--- config.mk ---
export PLATFORM = sky130hd
export DESIGN_NAME = alu_arbiter_4bit_flat
export DESIGN_NICKNAME = d
export VERILOG_FILES = /design/src/rtl/alu_arbiter_4bit_if.sv /design/src/rtl/alu_arbiter_4bit.sv /design/src/flat_wrapper.sv
export SDC_FILE = /design/constraint.sdc
export NUM_CORES = 1
export LEC_CHECK = 0
export ABC_CLOCK_PERIOD_IN_PS = 1980
export BUFFER_PORTS_ARGS = -buffer_cell sky130_fd_sc_hd__buf_2
export CAP_MARGIN = 20
export CELL_PAD_IN_SITES_DETAIL_PLACEMENT = 1
export CELL_PAD_IN_SITES_GLOBAL_PLACEMENT = 2
export CORE_ASPECT_RATIO = 1.1
export CORE_MARGIN = 2
export CORE_UTILIZATION = 28
export DETAILED_ROUTE_END_ITERATION = 8
export PLACE_DENSITY_LB_ADDON = 0.1
export SKIP_LAST_GASP = 1
export SLEW_MARGIN = 20
export SYNTH_ARGS = -nofsm -noshare
export SYNTH_HDL_FRONTEND = slang
export SYNTH_SLANG_ARGS = --single-unit
--- constraint.sdc ---
create_clock -name clk -period 1.98 [get_ports clk]
set_clock_uncertainty 0.1 [all_clocks]
set_input_delay 0.099 -clock clk [delete_from_list [all_inputs] [get_ports clk]]
set_output_delay 0.099 -clock clk [all_outputs]
set_load 0.02 [all_outputs]
--- src/rtl/alu_arbiter_4bit_if.sv ---
// Request/response bundle shared by the two ALU requesters and the result consumer.
// The slave modport is the arbiter view; the master modport drives requests and acks.
interface alu_arbiter_4bit_if #(
    parameter int CNT_W = 8
);
    logic             req0_valid;
    logic             req0_ready;
    logic [3:0]       req0_op1;
    logic [3:0]       req0_op2;
    logic [2:0]       req0_ctrl;
    logic             req1_valid;
    logic             req1_ready;
    logic [3:0]       req1_op1;
    logic [3:0]       req1_op2;
    logic [2:0]       req1_ctrl;
    logic             resp_valid;
    logic             resp_ack;
    logic             resp_id;
    logic [3:0]       resp_out;
    logic             resp_cout;
    logic             busy;
    logic [CNT_W-1:0] gnt_cnt0;
    logic [CNT_W-1:0] gnt_cnt1;

    modport slave (
        input  req0_valid, req0_op1, req0_op2, req0_ctrl,
        input  req1_valid, req1_op1, req1_op2, req1_ctrl,
        input  resp_ack,
        output req0_ready, req1_ready,
        output resp_valid, resp_id, resp_out, resp_cout,
        output busy, gnt_cnt0, gnt_cnt1
    );

    modport master (
        output req0_valid, req0_op1, req0_op2, req0_ctrl,
        output req1_valid, req1_op1, req1_op2, req1_ctrl,
        output resp_ack,
        input  req0_ready, req1_ready,
        input  resp_valid, resp_id, resp_out, resp_cout,
        input  busy, gnt_cnt0, gnt_cnt1
    );
endinterface

--- src/rtl/alu_arbiter_4bit.sv ---
// Two requesters share one 4-bit ALU through an IDLE/EXEC/RESP FSM with
// round-robin or fixed-priority arbitration and saturating per-requester grant counters.
module alu_arbiter_4bit #(
    parameter bit FAIR_RR = 1'b1,
    parameter int CNT_W   = 8
) (
    input  logic              clk,
    input  logic              rst_n,
    alu_arbiter_4bit_if.slave bus
);

    typedef enum logic [1:0] {
        S_IDLE = 2'd0,
        S_EXEC = 2'd1,
        S_RESP = 2'd2
    } state_t;

    state_t           r_state;
    state_t           w_next_state;
    logic             w_gnt0;
    logic             w_gnt1;
    logic             w_accept;
    logic             r_last_gnt;

    logic [3:0]       r_op1;
    logic [3:0]       r_op2;
    logic [2:0]       r_ctrl;
    logic             r_id;

    logic             r_resp_valid;
    logic             r_resp_id;
    logic [3:0]       r_resp_out;
    logic             r_resp_cout;
    logic [CNT_W-1:0] r_gnt_cnt0;
    logic [CNT_W-1:0] r_gnt_cnt1;

    logic [3:0]       w_op2_eff;
    logic [4:0]       w_sum;
    logic [3:0]       w_alu_out;
    logic             w_alu_cout;

    // NOTE: sequential state uses non-blocking assignments so every flop samples pre-edge values.
    always_ff @(posedge clk) begin
        if (!rst_n) begin
            r_state <= S_IDLE;
        end else begin
            r_state <= w_next_state;
        end
    end

    // NOTE: every output of this block gets a default first, so no path can infer a latch.
    always_comb begin
        w_next_state = r_state;
        w_gnt0       = 1'b0;
        w_gnt1       = 1'b0;
        case (r_state)
            S_IDLE: begin
                if (rst_n) begin
                    // r_last_gnt=1 means requester 1 was served last, so 0 wins a tie.
                    if (bus.req0_valid && (!bus.req1_valid || !FAIR_RR || r_last_gnt)) begin
                        w_gnt0 = 1'b1;
                    end else if (bus.req1_valid) begin
                        w_gnt1 = 1'b1;
                    end
                    if (bus.req0_valid || bus.req1_valid) begin
                        w_next_state = S_EXEC;
                    end
                end
            end
            S_EXEC:  w_next_state = S_RESP;
            S_RESP: begin
                if (bus.resp_ack) begin
                    w_next_state = S_IDLE;
                end
            end
            default: w_next_state = S_IDLE;
        endcase
    end

    assign w_accept = w_gnt0 | w_gnt1;

    // NOTE: operand registers are only read after a capture, so they carry no reset.
    always_ff @(posedge clk) begin
        if (w_accept) begin
            r_op1  <= w_gnt1 ? bus.req1_op1  : bus.req0_op1;
            r_op2  <= w_gnt1 ? bus.req1_op2  : bus.req0_op2;
            r_ctrl <= w_gnt1 ? bus.req1_ctrl : bus.req0_ctrl;
            r_id   <= w_gnt1;
        end
    end

    // Subtraction reuses the adder as op1 + ~op2 + 1, so carry=1 means no borrow.
    assign w_op2_eff = r_ctrl[0] ? ~r_op2 : r_op2;
    assign w_sum     = {1'b0, r_op1} + {1'b0, w_op2_eff} + {4'b0000, r_ctrl[0]};

    always_comb begin
        w_alu_out  = 4'b0000;
        w_alu_cout = 1'b0;
        if (r_ctrl[2]) begin
            w_alu_out  = w_sum[3:0];
            w_alu_cout = w_sum[4];
        end else begin
            case (r_ctrl[1:0])
                2'b00:   w_alu_out = r_op1 & r_op2;
                2'b01:   w_alu_out = r_op1 | r_op2;
                2'b10:   w_alu_out = ~r_op1;
                default: w_alu_out = r_op1 ^ r_op2;
            endcase
        end
    end

    always_ff @(posedge clk) begin
        if (!rst_n) begin
            r_last_gnt   <= 1'b1;
            r_resp_valid <= 1'b0;
            r_resp_id    <= 1'b0;
            r_resp_out   <= 4'b0000;
            r_resp_cout  <= 1'b0;
            r_gnt_cnt0   <= '0;
            r_gnt_cnt1   <= '0;
        end else begin
            if (w_accept) begin
                r_last_gnt <= w_gnt1;
            end
            if (w_gnt0 && (r_gnt_cnt0 != '1)) begin
                r_gnt_cnt0 <= r_gnt_cnt0 + CNT_W'(1);
            end
            if (w_gnt1 && (r_gnt_cnt1 != '1)) begin
                r_gnt_cnt1 <= r_gnt_cnt1 + CNT_W'(1);
            end
            if (r_state == S_EXEC) begin
                r_resp_valid <= 1'b1;
                r_resp_id    <= r_id;
                r_resp_out   <= w_alu_out;
                r_resp_cout  <= w_alu_cout;
            end else if ((r_state == S_RESP) && bus.resp_ack) begin
                r_resp_valid <= 1'b0;
            end
        end
    end

    assign bus.req0_ready = w_gnt0;
    assign bus.req1_ready = w_gnt1;
    assign bus.resp_valid = r_resp_valid;
    assign bus.resp_id    = r_resp_id;
    assign bus.resp_out   = r_resp_out;
    assign bus.resp_cout  = r_resp_cout;
    assign bus.busy       = (r_state != S_IDLE);
    assign bus.gnt_cnt0   = r_gnt_cnt0;
    assign bus.gnt_cnt1   = r_gnt_cnt1;

endmodule

--- src/flat_wrapper.sv ---
// flat-port wrapper written by rule: the top's interface ports become plain ports
module alu_arbiter_4bit_flat 
#(
    parameter bit FAIR_RR = 1'b1,
    parameter int CNT_W   = 8
)
  (clk, rst_n, bus_req0_valid, bus_req0_op1, bus_req0_op2, bus_req0_ctrl, bus_req1_valid, bus_req1_op1, bus_req1_op2, bus_req1_ctrl, bus_resp_ack, bus_req0_ready, bus_req1_ready, bus_resp_valid, bus_resp_id, bus_resp_out, bus_resp_cout, bus_busy, bus_gnt_cnt0, bus_gnt_cnt1);
  alu_arbiter_4bit_if #(.CNT_W(CNT_W)) bus_i ();
  input  logic clk;
  input  logic rst_n;
  input wire logic [$bits(bus_i.req0_valid)-1:0] bus_req0_valid;
  input wire logic [$bits(bus_i.req0_op1)-1:0] bus_req0_op1;
  input wire logic [$bits(bus_i.req0_op2)-1:0] bus_req0_op2;
  input wire logic [$bits(bus_i.req0_ctrl)-1:0] bus_req0_ctrl;
  input wire logic [$bits(bus_i.req1_valid)-1:0] bus_req1_valid;
  input wire logic [$bits(bus_i.req1_op1)-1:0] bus_req1_op1;
  input wire logic [$bits(bus_i.req1_op2)-1:0] bus_req1_op2;
  input wire logic [$bits(bus_i.req1_ctrl)-1:0] bus_req1_ctrl;
  input wire logic [$bits(bus_i.resp_ack)-1:0] bus_resp_ack;
  output wire logic [$bits(bus_i.req0_ready)-1:0] bus_req0_ready;
  output wire logic [$bits(bus_i.req1_ready)-1:0] bus_req1_ready;
  output wire logic [$bits(bus_i.resp_valid)-1:0] bus_resp_valid;
  output wire logic [$bits(bus_i.resp_id)-1:0] bus_resp_id;
  output wire logic [$bits(bus_i.resp_out)-1:0] bus_resp_out;
  output wire logic [$bits(bus_i.resp_cout)-1:0] bus_resp_cout;
  output wire logic [$bits(bus_i.busy)-1:0] bus_busy;
  output wire logic [$bits(bus_i.gnt_cnt0)-1:0] bus_gnt_cnt0;
  output wire logic [$bits(bus_i.gnt_cnt1)-1:0] bus_gnt_cnt1;
  assign bus_i.req0_valid = bus_req0_valid;
  assign bus_i.req0_op1 = bus_req0_op1;
  assign bus_i.req0_op2 = bus_req0_op2;
  assign bus_i.req0_ctrl = bus_req0_ctrl;
  assign bus_i.req1_valid = bus_req1_valid;
  assign bus_i.req1_op1 = bus_req1_op1;
  assign bus_i.req1_op2 = bus_req1_op2;
  assign bus_i.req1_ctrl = bus_req1_ctrl;
  assign bus_i.resp_ack = bus_resp_ack;
  assign bus_req0_ready = bus_i.req0_ready;
  assign bus_req1_ready = bus_i.req1_ready;
  assign bus_resp_valid = bus_i.resp_valid;
  assign bus_resp_id = bus_i.resp_id;
  assign bus_resp_out = bus_i.resp_out;
  assign bus_resp_cout = bus_i.resp_cout;
  assign bus_busy = bus_i.busy;
  assign bus_gnt_cnt0 = bus_i.gnt_cnt0;
  assign bus_gnt_cnt1 = bus_i.gnt_cnt1;
  alu_arbiter_4bit #(.FAIR_RR(FAIR_RR), .CNT_W(CNT_W)) u_core (.clk(clk), .rst_n(rst_n), .bus(bus_i));
endmodule
==> summary.md <==
| Metric | Value |
|---|---|
| RSZ-0062 raised after global routing | `true` |
| First-pass GRT wire length | `just under 10,000 um` |
| Outcome | `finished, final reports clean` |
| Die Y | `95.6 um` |
| Largest net degree at the start of global routing | `15` |
| Xor/xnor cell area share of the yosys netlist | `2.05%` |
| Reg clk slew, reported paths | `roughly 0.08 ns` |
| Syn Area/Cell | `8.83 um2` |
| Synth Area in Adders | `9.13%` |
| HP Class | `in -> reg` |
| Crit path buffers/inverters | `1` |
| Pleak | `1.32 nW` |
| Synth warn | `0` |
| Share of Yosys cell area claimed by the top area cell type | `24.4%` |
| Wire per inst | `13.5 um` |
| GPL Wtd Cong | `about 0.70` |
| Multi-input gate area | `1150 um2` |
| DRC errors left | `0` |
| Worst vdd ir | `about 0.00028 V` |
| Clk_lat worst skew | `0.30 ns` |
| DRT Pass-1 Iters | `4` |
| CP Launch Point | `u_core.r_ctrl[0]` |
| Gate count of the mapped netlist | `242` |
| Hold path start | `bus_req0_valid` |
| Worst path slowest cell | `edfxtp_1` |
| Final period util | `a little over nine tenths` |
| Max clock buf depth | `2` |
| Worst endpoint data arrival time | `1.94 ns` |
| Die Width | `between 80 and 90 um` |
| Critical path cell sequence | `buf_4 > mux2i_2 > fa_1 > nor2b_1 > o21a_1 > o211ai_1 > a21oi_1` |
| Startpoint Class | `flop` |
| Max-cap violations | `0` |
| Vias per cell | `4.79` |
| Grt ovf | `0` |
| Vias in the first global route | `1,989` |
| All-layer global routing usage | `14.7%` |
| Fin. Hold Viols | `0` |
| Final instance area | `2950 um2` |
| Routed vias | `between 2,000 and 2,500` |
| Initial antenna violation count | `0` |
| FF/Latch Area | `881 um2` |
| Crit Path Class | `reg -> reg` |
| Final core utilization | `around two fifths` |
| Register area share after synthesis | `41.2%` |
| CTS buffer count | `5` |
| Reg2reg start | `u_core.r_ctrl[0]` |
| Simple-gate area share of the yosys netlist | `21.9%` |
| Synthesized area | `2140 um2` |
| Yosys reg bits | `38` |
| Post-synthesis compound-gate area fraction | `between 15 and 20%` |
| Effective utilization at floorplan | `28.8%` |
| Root Buffer | `clkbuf_8` |
| Slew Viols, Final | `0` |
| Min Tclk post-route | `roughly 1.9 ns` |
| # fillers | `904` |
| Detailed placement HPWL | `4140 um` |
| Design Power | `1.94 mW` |
| Fraction of layout cells with a size suffix above 1 | `25.6%` |
| Post-Layout Cell Count | `419` |
| Post-synth cell types | `44` |
| Syn_nets | `284` |
| Worst hold slack | `~0.022 ns` |
| CTS Sinks | `38` |
| Cell family with most CP delay | `flip-flops` |
| Core Area | `roughly 7400 um2` |
| Worst Path Max Fanout | `8` |
| Final nets | `373` |
| Max Fclk | `0.537 GHz` |
| Layout area overhead | `37.8%` |
| Slowest stage delay, CP | `0.48 ns` |
| Iter 0 DRT Violations | `23` |
| Area leader, netlist | `dfxtp_1` |
| Required @ worst endpoint | `around 2 ns` |
| Largest family of logic cells by synthesized area | `simple AND/OR/NAND/NOR gates` |
| Synth top area cells | `dfxtp_1 (24%), edfxtp_1 (17%), nand2_1 (8.8%), ha_1 (8.2%), o21ai_0 (4.2%)` |
| Total wire length | `5660 um` |
| Final antenna-violating net count | `0` |
| Mux cell area share after synthesis | `~4.6%` |
| Die Area | `8350 um2` |
| N_diodes | `0` |
| Final setup viols | `0` |
| Dpl cell area | `2580 um2` |
| H-tree depth | `2` |
| Worst slew pin tran | `0.380 ns` |
| Boundary Pins | `53` |
| TritonCTS clock tree | `done` |
| Crit. End Element | `flop` |
| Row count | `33` |
| Port bufs | `52` |
| Placed cells | `387` |
| Relative slew slack | `about three quarters` |
| Power per cell area | `between 600 and 700 nW/um2` |
[worst paths after layout]
| path | to | cells past startpoint | slack, ns |
|---|---|---|---|
| worst max register to register | u_core.bus.resp_cout | 7 | 0.12 |
| worst min register to register | u_core.bus.resp_cout | 2 | 0.36 |
| worst min-delay path | u_core.r_state[0] | 2 | 0.02 |
| worst max-delay path | u_core.bus.resp_cout | 7 | 0.12 |
[synth_stat cells, drive strengths merged]
master and n:
nand2 50, dfxtp 26, inv 22, o21ai 18, a21oi 15, ha 14, edfxtp 12, nand4 9
nor2 9, clkbuf 6, a211oi 5, nand3 5, xor2 4, and3 3, mux2i 3, mux4 3
nor3b 3, o21a 3, nand2b 2, nand3b 2, nor2b 2, nor3 2, o311ai 2, o31ai 2
o41ai 2, or3 2, or4 2, a2111o 1, a2111oi 1, a211o 1, a22oi 1, a32o 1
buf 1, clkinv 1, fa 1, nor4 1, o211ai 1, o221ai 1, or2 1, or4b 1
xnor2 1
[metrics by stage]
step | setup WS, ns | setup TNS, ns
5_1_grt | -0.0295 | -0.0295
3_3_place_gp | 0.0579 | 0
2_1_floorplan | 0.0315 | 0
4_1_cts | 0.0376 | 0
6_report | 0.118 | 0
3_5_place_dp | 0.0595 | 0
[placed cells by master (no fill, tap or decap), types with 3 or more instances in the layout]
cell type,n
nand4_1,7
xor2_1,4
o21a_1,3
nand3_1,4
a211oi_1,5
edfxtp_1,12
buf_4,14
nor2_1,9
and3_1,3
mux4_2,3
o21ai_0,18
nand2_1,50
inv_1,21
ha_1,14
a21oi_1,15
dfxtp_1,26
clkbuf_8,5
dlygate4sd3_1,22
buf_2,52
[layer usage]
layer | part of all wire (%) | track usage [%]
met5 | 0 | 0
met4 | 1.1 | 3.46
met3 | 3.3 | 2.94
met2 | 44 | 22.9
met1 | 52 | 20.8
[report_power, final]
part / total, mW / leakage, nW / internal [mW] / switching, mW
Sequential: 0.893 / 0.325 / 0.851 / 0.0416
Clock: 0.672 / 0.0579 / 0.371 / 0.300
Combinational: 0.372 / 0.936 / 0.179 / 0.193
[logic make-up (layout without fill, tap and decap cells)]
family                     count (synthesis)  count (layout)
xor gates and xnor gates                   5               5
adders and majority gates                 15              15
DFF                                       38              38
AOI/OAI and AO/OA                         54              54
muxes                                      6               6
and+or+nand+nor                           94              94
buffers and inverters                     30             120
[cell type report]
| type | instances | share of cell area [%] |
|---|---|---|
| clock inverter | 3 | 1.36 |
| timing repair buffer | 89 | 20.6 |
| inverter | 23 | 3.02 |
| sequential | 38 | 29.9 |
| multi-input combinational | 174 | 39.1 |
| clock buffer | 5 | 2.34 |
| tap | 87 | 3.70 |
[state kept, by name, indices dropped and copies added, names as in the netlist]
signal	count
u_core.r_op2	4
u_core.bus.resp_out	4
u_core.bus.resp_cout	1
u_core.r_ctrl	3
u_core.bus.resp_valid	1
u_core.bus.resp_id	1
u_core.bus.gnt_cnt0	8
u_core.r_last_gnt	1
u_core.r_op1	4
u_core.r_state	2
u_core.bus.gnt_cnt1	8
u_core.r_id	1
[worst reg2reg max path, cell delays in order, from the launching register on]
cell	delay, ns
edfxtp_1	0.48
buf_4	0.21
mux2i_2	0.20
fa_1	0.25
nor2b_1	0.06
o21a_1	0.16
o211ai_1	0.19
a21oi_1	0.09
[what timing repair did]
action	in CTS	in global routing
setup endpoints to repair	1	5
buffers inserted	0	2
resized for setup	2	2
hold buffers	22	0
endpoints found under the hold margin	11	0
pin swaps	0	2
Note: power is estimated with default switching activity, not from simulation.
